<file path="config.mk">
export PLATFORM = sky130hd
export DESIGN_NAME = fetch_stage
export DESIGN_NICKNAME = d
export VERILOG_FILES = /design/src/rtl/fetch_stage.sv
export SDC_FILE = /design/constraint.sdc
export NUM_CORES = 1
export LEC_CHECK = 0
export ABC_AREA = 1
export CELL_PAD_IN_SITES_DETAIL_PLACEMENT = 2
export CELL_PAD_IN_SITES_GLOBAL_PLACEMENT = 2
export CORE_ASPECT_RATIO = 1.5
export CORE_MARGIN = 10
export CORE_UTILIZATION = 31
export CTS_CLUSTER_SIZE = 10
export DETAILED_ROUTE_END_ITERATION = 8
export PLACE_DENSITY_LB_ADDON = 0.1
export SYNTH_ARGS = -nofsm -noshare
export SYNTH_HDL_FRONTEND = slang
export SYNTH_SLANG_ARGS = --single-unit
</file>
<file path="constraint.sdc">
create_clock -name clk_i -period 2.6 [get_ports clk_i]
set_input_delay 0.26 -clock clk_i [delete_from_list [all_inputs] [get_ports clk_i]]
set_output_delay 0.26 -clock clk_i [all_outputs]
set_load 0.05 [all_outputs]
</file>
<file path="src/rtl/fetch_stage.sv">
// PC generation and instruction fetch front end: one outstanding memory request feeding a small
// {pc, instr} queue drained by decode. Optional misaligned-redirect trap: TARTARUGA_FETCH_MISALIGN_CHECK_EN.
module fetch_stage #(
   parameter logic [31:0] RESET_PC = 32'h0000_0000,
   parameter int          FQ_DEPTH = 2
) (
   input  logic        clk_i,
   input  logic        rstn_i,
   output logic [31:0] imem_pc_o,
   input  logic [31:0] imem_instr_i,
   input  logic        redirect_valid_i,
   input  logic [31:0] redirect_pc_i,
   input  logic        dec_ready_i,
   output logic        fetch_valid_o,
   output logic [31:0] fetch_pc_o,
   output logic [31:0] fetch_instr_o
`ifdef TARTARUGA_FETCH_MISALIGN_CHECK_EN
   ,
   output logic        fetch_misaligned_o
`endif
);

   localparam int PW = (FQ_DEPTH > 1) ? $clog2(FQ_DEPTH) : 1;
   localparam int CW = $clog2(FQ_DEPTH + 1);
   localparam logic [PW-1:0] LAST_PTR = PW'(FQ_DEPTH - 1);
   localparam logic [CW:0]   DEPTH_W  = (CW+1)'(FQ_DEPTH);

   logic [31:0]   r_pc;
   logic          r_inflight;
   logic [31:0]   r_inflight_pc;
   logic [PW-1:0] r_wr_ptr;
   logic [PW-1:0] r_rd_ptr;
   logic [CW-1:0] r_count;
   logic [31:0]   r_q_pc    [FQ_DEPTH];
   logic [31:0]   r_q_instr [FQ_DEPTH];

   logic          w_pop;
   logic          w_push;
   logic          w_issue;
   logic [CW:0]   w_occ;
   logic          w_wr_valid;
   logic [PW-1:0] w_wr_sel;
   logic [31:0]   w_wr_pc;
   logic [31:0]   w_wr_instr;

   function automatic logic [PW-1:0] ptr_inc(input logic [PW-1:0] p);
      return (p == LAST_PTR) ? '0 : p + PW'(1);
   endfunction

   assign w_pop  = fetch_valid_o && dec_ready_i;
   assign w_push = r_inflight && !redirect_valid_i;
   // Occupancy after this cycle's pop, counting the word still in flight.
   assign w_occ  = {1'b0, r_count} - {{CW{1'b0}}, w_pop} + {{CW{1'b0}}, r_inflight};

`ifdef TARTARUGA_FETCH_MISALIGN_CHECK_EN
   localparam logic [31:0] NOP_INSTR = 32'h0000_0013;

   logic r_halt;
   logic r_q_mis [FQ_DEPTH];
   logic w_mis_redirect;
   logic w_wr_mis;

   assign w_mis_redirect = redirect_valid_i && (redirect_pc_i[1:0] != 2'b00);
   assign w_issue        = !redirect_valid_i && !r_halt && (w_occ < DEPTH_W);

   always_comb begin
      w_wr_valid = w_push;
      w_wr_sel   = r_wr_ptr;
      w_wr_pc    = r_inflight_pc;
      w_wr_instr = imem_instr_i;
      w_wr_mis   = 1'b0;
      // A misaligned target becomes a single flagged NOP at the head of the flushed queue.
      if (w_mis_redirect) begin
         w_wr_valid = 1'b1;
         w_wr_sel   = '0;
         w_wr_pc    = redirect_pc_i;
         w_wr_instr = NOP_INSTR;
         w_wr_mis   = 1'b1;
      end
   end

   always_ff @(posedge clk_i or negedge rstn_i) begin
      if (!rstn_i) begin
         r_halt <= 1'b0;
         for (int i = 0; i < FQ_DEPTH; i++) r_q_mis[i] <= 1'b0;
      end else begin
         if (redirect_valid_i) r_halt <= w_mis_redirect;
         if (w_wr_valid) r_q_mis[w_wr_sel] <= w_wr_mis;
      end
   end

   assign fetch_misaligned_o = r_q_mis[r_rd_ptr];
`else
   assign w_issue = !redirect_valid_i && (w_occ < DEPTH_W);

   always_comb begin
      w_wr_valid = w_push;
      w_wr_sel   = r_wr_ptr;
      w_wr_pc    = r_inflight_pc;
      w_wr_instr = imem_instr_i;
   end
`endif

   always_ff @(posedge clk_i or negedge rstn_i) begin
      if (!rstn_i) begin
         r_pc          <= RESET_PC;
         r_inflight    <= 1'b0;
         r_inflight_pc <= '0;
         r_wr_ptr      <= '0;
         r_rd_ptr      <= '0;
         r_count       <= '0;
      end else if (redirect_valid_i) begin
         r_pc       <= redirect_pc_i;
         r_inflight <= 1'b0;
         r_rd_ptr   <= '0;
`ifdef TARTARUGA_FETCH_MISALIGN_CHECK_EN
         r_wr_ptr   <= w_mis_redirect ? PW'(1) : '0;
         r_count    <= w_mis_redirect ? CW'(1) : '0;
`else
         r_wr_ptr   <= '0;
         r_count    <= '0;
`endif
      end else begin
         if (w_issue) begin
            r_inflight    <= 1'b1;
            r_inflight_pc <= r_pc;
            r_pc          <= r_pc + 32'd4;
         end else begin
            r_inflight <= 1'b0;
         end
         if (w_push) r_wr_ptr <= ptr_inc(r_wr_ptr);
         if (w_pop)  r_rd_ptr <= ptr_inc(r_rd_ptr);
         if (w_push && !w_pop)      r_count <= r_count + CW'(1);
         else if (!w_push && w_pop) r_count <= r_count - CW'(1);
      end
   end

   always_ff @(posedge clk_i or negedge rstn_i) begin
      if (!rstn_i) begin
         for (int i = 0; i < FQ_DEPTH; i++) begin
            r_q_pc[i]    <= '0;
            r_q_instr[i] <= '0;
         end
      end else if (w_wr_valid) begin
         r_q_pc[w_wr_sel]    <= w_wr_pc;
         r_q_instr[w_wr_sel] <= w_wr_instr;
      end
   end

   assign imem_pc_o     = r_pc;
   assign fetch_valid_o = (r_count != '0);
   assign fetch_pc_o    = r_q_pc[r_rd_ptr];
   assign fetch_instr_o = r_q_instr[r_rd_ptr];

endmodule

</file>
### Yosys cells after proc, flatten, opt, wreduce, memory -nomap -nowiden

Index checks and enable logic that the tools add are counted.

| storage, ports and cells | value |
|---|---|
| flip-flop bits (word level) | 197 |
| word-level logic and storage cells | 62 |
| output and inout bits | 97 |
| input bits | 68 |
| ROM bits | 0 |
| RAM bits | 0 |
| memories kept | 0 |
| latch bits | 0 |

| operators by class | value |
|---|---|
| mux-type cells | 23 |
| $mul | 0 |
| equality and inequality tests | 0 |
| magnitude comparators | 4 |
| reduce and logical (&&, ||, !) cells | 15 |
| shift operators | 0 |
| bitwise gates (word level) | 3 |
| add/sub/neg operators | 7 |
| div/mod/pow operators | 0 |

Operators by type and width:

| kind | number |
|---|---|
| $mux 32 | 9 |
| $bwmux 64 | 2 |
| $add 32x3->32 const B | 1 |
| $demux 32 s1 | 1 |
| $mux 1 | 8 |
| $reduce_bool 2->1 | 4 |
| $logic_and 1x1->1 | 6 |
| $mux 2 | 3 |
| $ge 2x2->1 const B | 2 |
| $not 1->2 | 2 |
| $add 3x1->3 | 1 |
| $logic_not 1->1 | 3 |
| $lt 3x2->1 const B | 1 |
| $reduce_bool 3->1 | 1 |
| $sub 2x1->3 | 1 |
| $add 1x1->1 const B | 2 |
| $add 2x1->2 const B | 1 |
| $lt 2x1->1 const B | 1 |
| $reduce_and 2->1 | 1 |
| $sub 2x1->2 const B | 1 |
| $not 1->1 | 1 |

### Depth between registers and ports, before layout

Gate-level depths: netlist (run 1).

| logic depth | value |
|---|---|
| depth in word-level cells | 8 |
| gate-level depth with buffers | 16 |
| depth with buffers taken out | 16 |

### Least setup slack after synthesis (run 1)

No wires, ideal clock.

| timing path | value |
|---|---|
| kind | flip-flop to flip-flop |
| start point | register r_count[1] |
| end point | register r_inflight_pc[13] |
| buffers on the path | 2 |
| setup slack | -0.101 ns |
| cell stages (with the launch flop) | 14 |
| arrival time | 2.571 ns |
| cell sequence | dfrtp_1 -> inv_2 -> nand2_1 -> nand2_1 -> inv_1 -> ha_1 -> nor2_1 -> fa_1 -> inv_1 -> nand4_4 -> buf_4 -> buf_2 -> nand2_1 -> o21ai_0 |

| between the ends | value |
|---|---|
| longest elaborated chain between the ends | 7 |

RTL lines:

| element | line | text |
|---|---|---|
| start: declaration | 33 | `logic [CW-1:0] r_count;` |
| start signal: assignment | 133 | `if (w_push && !w_pop) r_count <= r_count + CW'(1);` |
| start signal: assignment | 134 | `else if (!w_push && w_pop) r_count <= r_count - CW'(1);` |
| $reduce_bool 2->1 | 151 | `assign fetch_valid_o = (r_count != '0);` |
| net fetch_valid_o | 14 | `output logic fetch_valid_o,` |
| $logic_and 1x1->1 | 50 | `assign w_pop = fetch_valid_o && dec_ready_i;` |
| $sub 2x1->3 | 53 | `assign w_occ = {1'b0, r_count} - {{CW{1'b0}}, w_pop} + {{CW{1'b0}}, r_inflight};` |
| $add 3x1->3 | 53 |  |
| $lt 3x2->1 | 94 | `assign w_issue = !redirect_valid_i && (w_occ < DEPTH_W);` |
| $logic_and 1x1->1 | 94 |  |
| $reduce_and 2->1 (no line) | - |  |
| end signal: assignment | 126 | `r_inflight_pc <= r_pc;` |
| end: declaration | 30 | `logic [31:0] r_inflight_pc;` |

The timed path passes the listed nets, and every way through them passes these cells.
A chain may end at the register's enable or synchronous reset.

### Final worst setup path (run 1)

| timing path | value |
|---|---|
| start point | register r_count[0] |
| end point | register r_inflight_pc[30] |

| between the ends | value |
|---|---|
| longest elaborated chain between the ends | 7 |

RTL lines:

| element | line |
|---|---|
| $reduce_bool 2->1 | 151 |
| $logic_and 1x1->1 | 50 |
| $sub 2x1->3 * | 53 |
| $add 3x1->3 * | 53 |
| $lt 3x2->1 * | 94 |
| $logic_and 1x1->1 * | 94 |
| $reduce_and 2->1 (no line) * | - |

Every way passes the cells marked *; elsewhere a longest branch is shown, timed or not.

==> impl_metrics.ini, run 1 <==
[clock_network]
cts_root_buf = clkbuf_16
clk_latency_ps = 450
htreeDepth = 4
clockBufferDepth = 2
clock_sinks = 197
cts_buffers = 17
cts_tree = built
clkTransAtPathRegs_ps = 70

[floorplanning]
ios = 165
die_area_um2 = 37200
die_w_um = 161
start_util = 0.314
die_h_um = 231
rows = 77
fp.coreArea_um2 = 29400

[place]
place_area_um2 = 12100
gp_congestion = 0.767
dp.cells = 1679
hpwl_um = 21900
portBuffers = 164

[timing]
fmax_ghz = 0.399
min_period_ps = 2510
maxSlewViolCount = 0
setup_viol = 0
max-slew-margin-rel = 0.457
finalHoldViolCount = 0
clock_skew_ps = 7.79
fin_crit_sh = 0.964
fin_hold_ws_ps = 364
worstMarginPinSlew_ps = 815

[finish]
layout-drive-gt1-share = 0.130
n_antenna_cell = 0
final_area_um2 = 12900
final_nets = 1383
area_growth_pct = 39.7
fin_cells = 1718

[yosys]
ys.warnings.count = 0
syn_nets = 1222
yosysUniqueCellTypes = 35
synth-seq-area-share = 0.535
ys_seq_elements = 197
synthCells = 1151
avgSynthCellArea_um2 = 8.00
netlist_area_um2 = 9210

[grt]
grt_pass1_vias = 9090
grt_pass1_wl_um = 49900
grtUsageTotal = 0.167
overflow = 0
grt_start_max_net_pins = 71
grt_antenna_before_repair = 0

[power]
peakVddDrop_v = 0.000633
p_leak_nw = 6.14
power_density_nw_per_um2 = 1430
power.total_mw = 18.4

[setup_path]
worst-setup-path-type = register to register
reg2reg_slack_ps = 90
cpPeakStageDelay_ps = 430
crit_arrival_ps = 2860
cp.depth = 13
cp_max_fo = 8
critPathBufInv = 5
critPathSlowestCell = fa_1
cp_data_required_time_ps = 2960
cp_top_family = adder cells
end_kind = register
cp_cell_sequence = inv_2, nand2_2, nand2_1, inv_1, ha_1, nor2_2, fa_1, nand2_1, nand4_4, buf_12, clkbuf_16, buf_4, a21oi_1
worst_r2r_path_depth = 13
crit_top_cell = nand2_1
worst_setup_path_start_kind = register

[routing]
met2_length_um = 16100
drt-pass1-iter-count = 4
wl_met1_um = 13400
routed.top_layer = met4
drt_iter0_drc = 274
wl_met3_um = 1000
viasPerCell = 4.72
drt-total-wl_um = 31200
num_vias = 8115
wl_per_cell_um = 18.1
ant_nets = 0
drc = 0

[job]
drv_cap = 0

[min_path]
worstHoldPathType = primary input to async pin

[run_status]
status = finished clean
[cell usage in the layout (no fill, tap or decap), types with 14 or more instances in the layout]
| master | Yosys | routed |
|---|---|---|
| inv_1 | 116 | 113 |
| nand4_1 | 14 | 14 |
| o21ai_0 | 160 | 160 |
| nand2_1 | 442 | 440 |
| buf_4 | 3 | 18 |
| nor2_1 | 41 | 28 |
| clkbuf_16 | 0 | 20 |
| nor2_2 | 2 | 14 |
| dfrtp_1 | 197 | 196 |
| nand3_1 | 37 | 36 |
| clkdlybuf4s50_1 | 0 | 99 |
| buf_12 | 0 | 76 |
[final timing paths]
| kind | from | endpoint |
|---|---|---|
| max | r_count[0] | r_inflight_pc[30] |
| min | rstn_i | imem_pc_o[7] |
| max reg2reg | r_count[0] | r_inflight_pc[30] |
| min reg2reg | r_q_pc[7] | r_q_pc[7] |
| max in group asynchronous | rstn_i | r_rd_ptr |
| min in group clk_i | redirect_pc_i[1] | imem_pc_o[1] |
[cell usage after synthesis]
cell | number | area share
o21ai_0 | 160 | 0.087
dfrtp_1 | 197 | 0.54
xnor2_1 | 1 | 0.00095
ha_1 | 2 | 0.0027
o21ai_1 | 11 | 0.0060
buf_4 | 3 | 0.0024
xor2_1 | 6 | 0.0057
o21bai_1 | 9 | 0.0073
nand3_1 | 37 | 0.020
nand2_2 | 1 | 0.00068
a31oi_1 | 1 | 0.00068
nor2_8 | 1 | 0.0022
nor2_2 | 2 | 0.0014
inv_4 | 1 | 0.00068
nand3b_1 | 11 | 0.0090
o221ai_1 | 2 | 0.0019
clkbuf_1 | 23 | 0.0094
clkbuf_2 | 5 | 0.0027
nand4_4 | 1 | 0.0023
nor2_4 | 7 | 0.0086
buf_1 | 2 | 0.00082
nand2_1 | 442 | 0.18
nand4_1 | 14 | 0.0095
nand3_4 | 3 | 0.0057
a21oi_1 | 12 | 0.0065
inv_1 | 116 | 0.047
nor2_1 | 41 | 0.017
inv_2 | 4 | 0.0016
fa_1 | 1 | 0.0022
nand3_2 | 2 | 0.0022
o211ai_1 | 3 | 0.0024
buf_2 | 23 | 0.012
buf_6 | 2 | 0.0024
nor3_1 | 4 | 0.0022
nand3b_2 | 1 | 0.0012
[state kept, by name, summed over array words and instances, names as in the netlist]
| signal | flops |
|---|---|
| r_inflight | 1 |
| r_rd_ptr | 1 |
| r_wr_ptr | 1 |
| r_inflight_pc | 32 |
| r_count | 2 |
| r_q_pc | 64 |
| imem_pc_o | 32 |
| r_q_instr | 64 |
[per-layer routing]
| metal | vias to the layer above | GRT usage |
|---|---|---|
| li1 | 3928 | - |
| met1 | 4023 | 0.197 |
| met2 | 134 | 0.299 |
| met3 | 30 | 0.0342 |
| met4 | 0 | 0.0490 |
| met5 | - | 0 |
[metrics by stage]
stage / worst slack, ps / setup TNS, ps / utilization
2_1_floorplan: 83.6 / 0 / -
3_3_place_gp: -36.5 / -297 / 0.411
3_5_place_dp: -75.1 / -616 / 0.411
4_1_cts: 62.2 / 0 / 0.431
5_1_grt: -20.6 / -32.3 / 0.438
6_report: 93.2 / 0 / 0.438
[area by class of cell]
class / count / area [um^2]
multi-input combinational: 775 / 3610
inverter: 121 / 462
clock inverter: 8 / 124
fill: 3200 / 16500
tap: 395 / 494
clock buffer: 22 / 474
timing repair buffer: 200 / 2770
sequential: 197 / 4930
[kinds of logic after synthesis]
kind of cell / Yosys count / share of synthesized area
fa+ha+maj: 3 / 0.00489
compound gates: 198 / 0.112
xor+xnor: 7 / 0.00666
flops: 197 / 0.535
buf+inv: 179 / 0.0799
simple gates: 567 / 0.262
[power breakdown]
part / switching, mW / leakage, nW / internal, mW
Combinational: 6.15 / 3.35 / 4.03
Sequential: 1.05 / 2.50 / 4.45
Clock: 1.18 / 0.288 / 1.58
[worst register-to-register path, stage by stage (launching register included)]
cell and delay [ps]:
dfrtp_1 390, inv_2 90, nand2_2 80, nand2_1 90, inv_1 60, ha_1 280, nor2_2 40, fa_1 430
nand2_1 150, nand4_4 130, buf_12 180, clkbuf_16 180, buf_4 140, a21oi_1 190
[timing repair]
action	in CTS	in global routing
resized for setup	0	25
hold endpoints to repair	66	0
setup buffers	0	4
endpoints found under the setup margin	0	43
hold buffers	1	0
No activity file was read; power rests on OpenSTA's default activity.
==> inputs of run 2 (changes only) <==
--- a/config.mk
+++ b/config.mk
@@ -9,11 +9,11 @@
 export CELL_PAD_IN_SITES_DETAIL_PLACEMENT = 2
 export CELL_PAD_IN_SITES_GLOBAL_PLACEMENT = 2
 export CORE_ASPECT_RATIO = 1.5
-export CORE_MARGIN = 10
 export CORE_UTILIZATION = 31
 export CTS_CLUSTER_SIZE = 10
 export DETAILED_ROUTE_END_ITERATION = 8
 export PLACE_DENSITY_LB_ADDON = 0.1
+export SKIP_LAST_GASP = 1
 export SYNTH_ARGS = -nofsm -noshare
 export SYNTH_HDL_FRONTEND = slang
 export SYNTH_SLANG_ARGS = --single-unit
==> constraint.sdc (replaced) <==
create_clock -name clk_i -period 2.5 [get_ports clk_i]
set_input_delay 0.25 -clock clk_i [delete_from_list [all_inputs] [get_ports clk_i]]
set_output_delay 0.25 -clock clk_i [all_outputs]
set_load 0.05 [all_outputs]
==> run 2 against run 1 <==
  * Routed wire length is 1.7% lower
  * Utilization up 0.95 points
  * Worst setup slack lost 76 ps
  * Hold slack got worse by 11 ps
  * Fmax rose by 0.97%
  * Cell area rose by 0.85%
  * Flip-flop and latch count unchanged
  * First-iteration DRC count is 14% lower
  * Via count rose by 2.0%
  * Clock-buffer cell count stayed put
  * Final cell count barely moved
  * Highest routed layer unchanged
==> impl_metrics.ini, run 2 (synthesis results as in run 1) <==
[routing]
drt-pass1-iter-count = 4
ant_nets = 0
drc = 0
num_vias = 8275
drt-total-wl_um = 30600
drt_iter0_drc = 237
wl_per_cell_um = 17.8
viasPerCell = 4.82

[finish]
final_nets = 1385
final_area_um2 = 13000
largestRegisters = r_q_instr x64, r_q_pc x64
final_common_cell = nand2_1
final_core_util = 0.447
n_antenna_cell = 0
fin_cells = 1717
area_growth_pct = 40.9
layout-drive-gt1-share = 0.138
final_cell_mix = nand2_1, dfrtp_1, o21ai_0

[setup_path]
worst-setup-path-type = register to register
cpPeakStageDelay_ps = 460
cp_cell_sequence = inv_2, buf_4, buf_4, ha_4, nor2_2, fa_2, inv_2, nand4_4, buf_12, clkbuf_16, nor2_1, o21ai_1, nand3b_1
cp_data_required_time_ps = 2890
critPathSlowestCell = fa_2
end_kind = register
crit_arrival_ps = 2870
cp_max_fo = 8
worst_setup_path_start_kind = register

[grt]
grt_pass1_wl_um = 48100
top_usage_layer = met2
grtUsageTotal = 0.206
overflow = 0
grt_pass1_vias = 9223
grt_antenna_before_repair = 0
grt_util_met3 = 0.0316
grt_util_met1 = 0.244
grt_start_max_net_pins = 85
grt_util_met2 = 0.376

[place]
gp_congestion = 0.789
hpwl_um = 20600
dp.cells = 1671
portBuffers = 164
place_area_um2 = 12000

[floorplanning]
fp.coreArea_um2 = 29000
die_h_um = 213
die_area_um2 = 30400
die_w_um = 143
ios = 165
start_util = 0.318
rows = 76

[clock_network]
htreeDepth = 4
clock_sinks = 197
clk_latency_ps = 450
cts_root_buf = clkbuf_16
clkTransAtPathRegs_ps = 80
cts_buffers = 17
cts_tree = built
clockBufferDepth = 2

[power]
p_leak_nw = 6.19
power_density_nw_per_um2 = 1510
peakVddDrop_v = 0.000605
power.total_mw = 19.5

[timing]
max-slew-margin-rel = 0.632
finalHoldViolCount = 0
setup_viol = 0
min_period_ps = 2480
fmax_ghz = 0.403
worstMarginPinSlew_ps = 553
clock_skew_ps = 10.2
fin_hold_ws_ps = 353
maxSlewViolCount = 0
fin_crit_sh = 0.993

[job]
drv_cap = 0

[run_status]
status = finished clean

[min_path]
worstHoldPathType = primary input to async pin
run 2: metal layers:
metal	vias to the layer above	part of all wire
met2	140	0.53
met4	0	0.023
li1	3941	-
met5	-	0
met3	36	0.024
met1	4158	0.42
run 2: final timing paths:
kind                                  startpoint       endpoint  slack, ps  depth (start not counted)
worst max-delay path                  r_count[0]  imem_pc_o[21]         20                         13
worst min-delay path                      rstn_i   imem_pc_o[0]        350                          2
worst max register to register        r_count[0]  imem_pc_o[21]         20                         13
worst min register to register     r_q_instr[38]  r_q_instr[38]        490                          2
max in group asynchronous                 rstn_i  r_q_instr[47]       1300                          3
min in group clk_i              redirect_pc_i[0]   imem_pc_o[0]        350                          3
run 2: critical path: cells and delay by family (launching register included):
family / cells / cell delay, ps
AO/OA/AOI/OAI: 1 / 120
adder cells (fa/ha/maj): 2 / 690
buffers and inverters: 6 / 780
AND/OR/NAND/NOR: 4 / 470
flip-flops: 1 / 360
run 2: power by group:
part,internal (mW),switching (mW),leakage [nW]
combinational,4.29,6.48,3.37
sequential,4.63,1.09,2.50
clock,1.79,1.27,0.321
run 2: through the flow:
step / worst slack [ps] / TNS [ps]
finish: 17.4 / 0
global route: -75.9 / -279
CTS: -3.83 / -3.83
detailed placement: -134 / -3430
global placement: -50.9 / -659
floorplan: 68.9 / 0
run 2: final cells by class:
type	count	area [um^2]
clock inverters	10	169
flip-flops and latches	197	4930
multi-input cells	775	3650
well taps	390	488
inverters	121	462
clock buffers	22	484
repair buffers	202	2790
fillers	3206	16000
run 2: what timing repair did:
item,4_1_cts,5_1_grt
cloned,0,6
hold endpoints to repair,57,0
buffers inserted,0,7
pin swaps,0,7
endpoints found under the setup margin,6,57
hold buffers,1,0
gates resized for setup,2,34
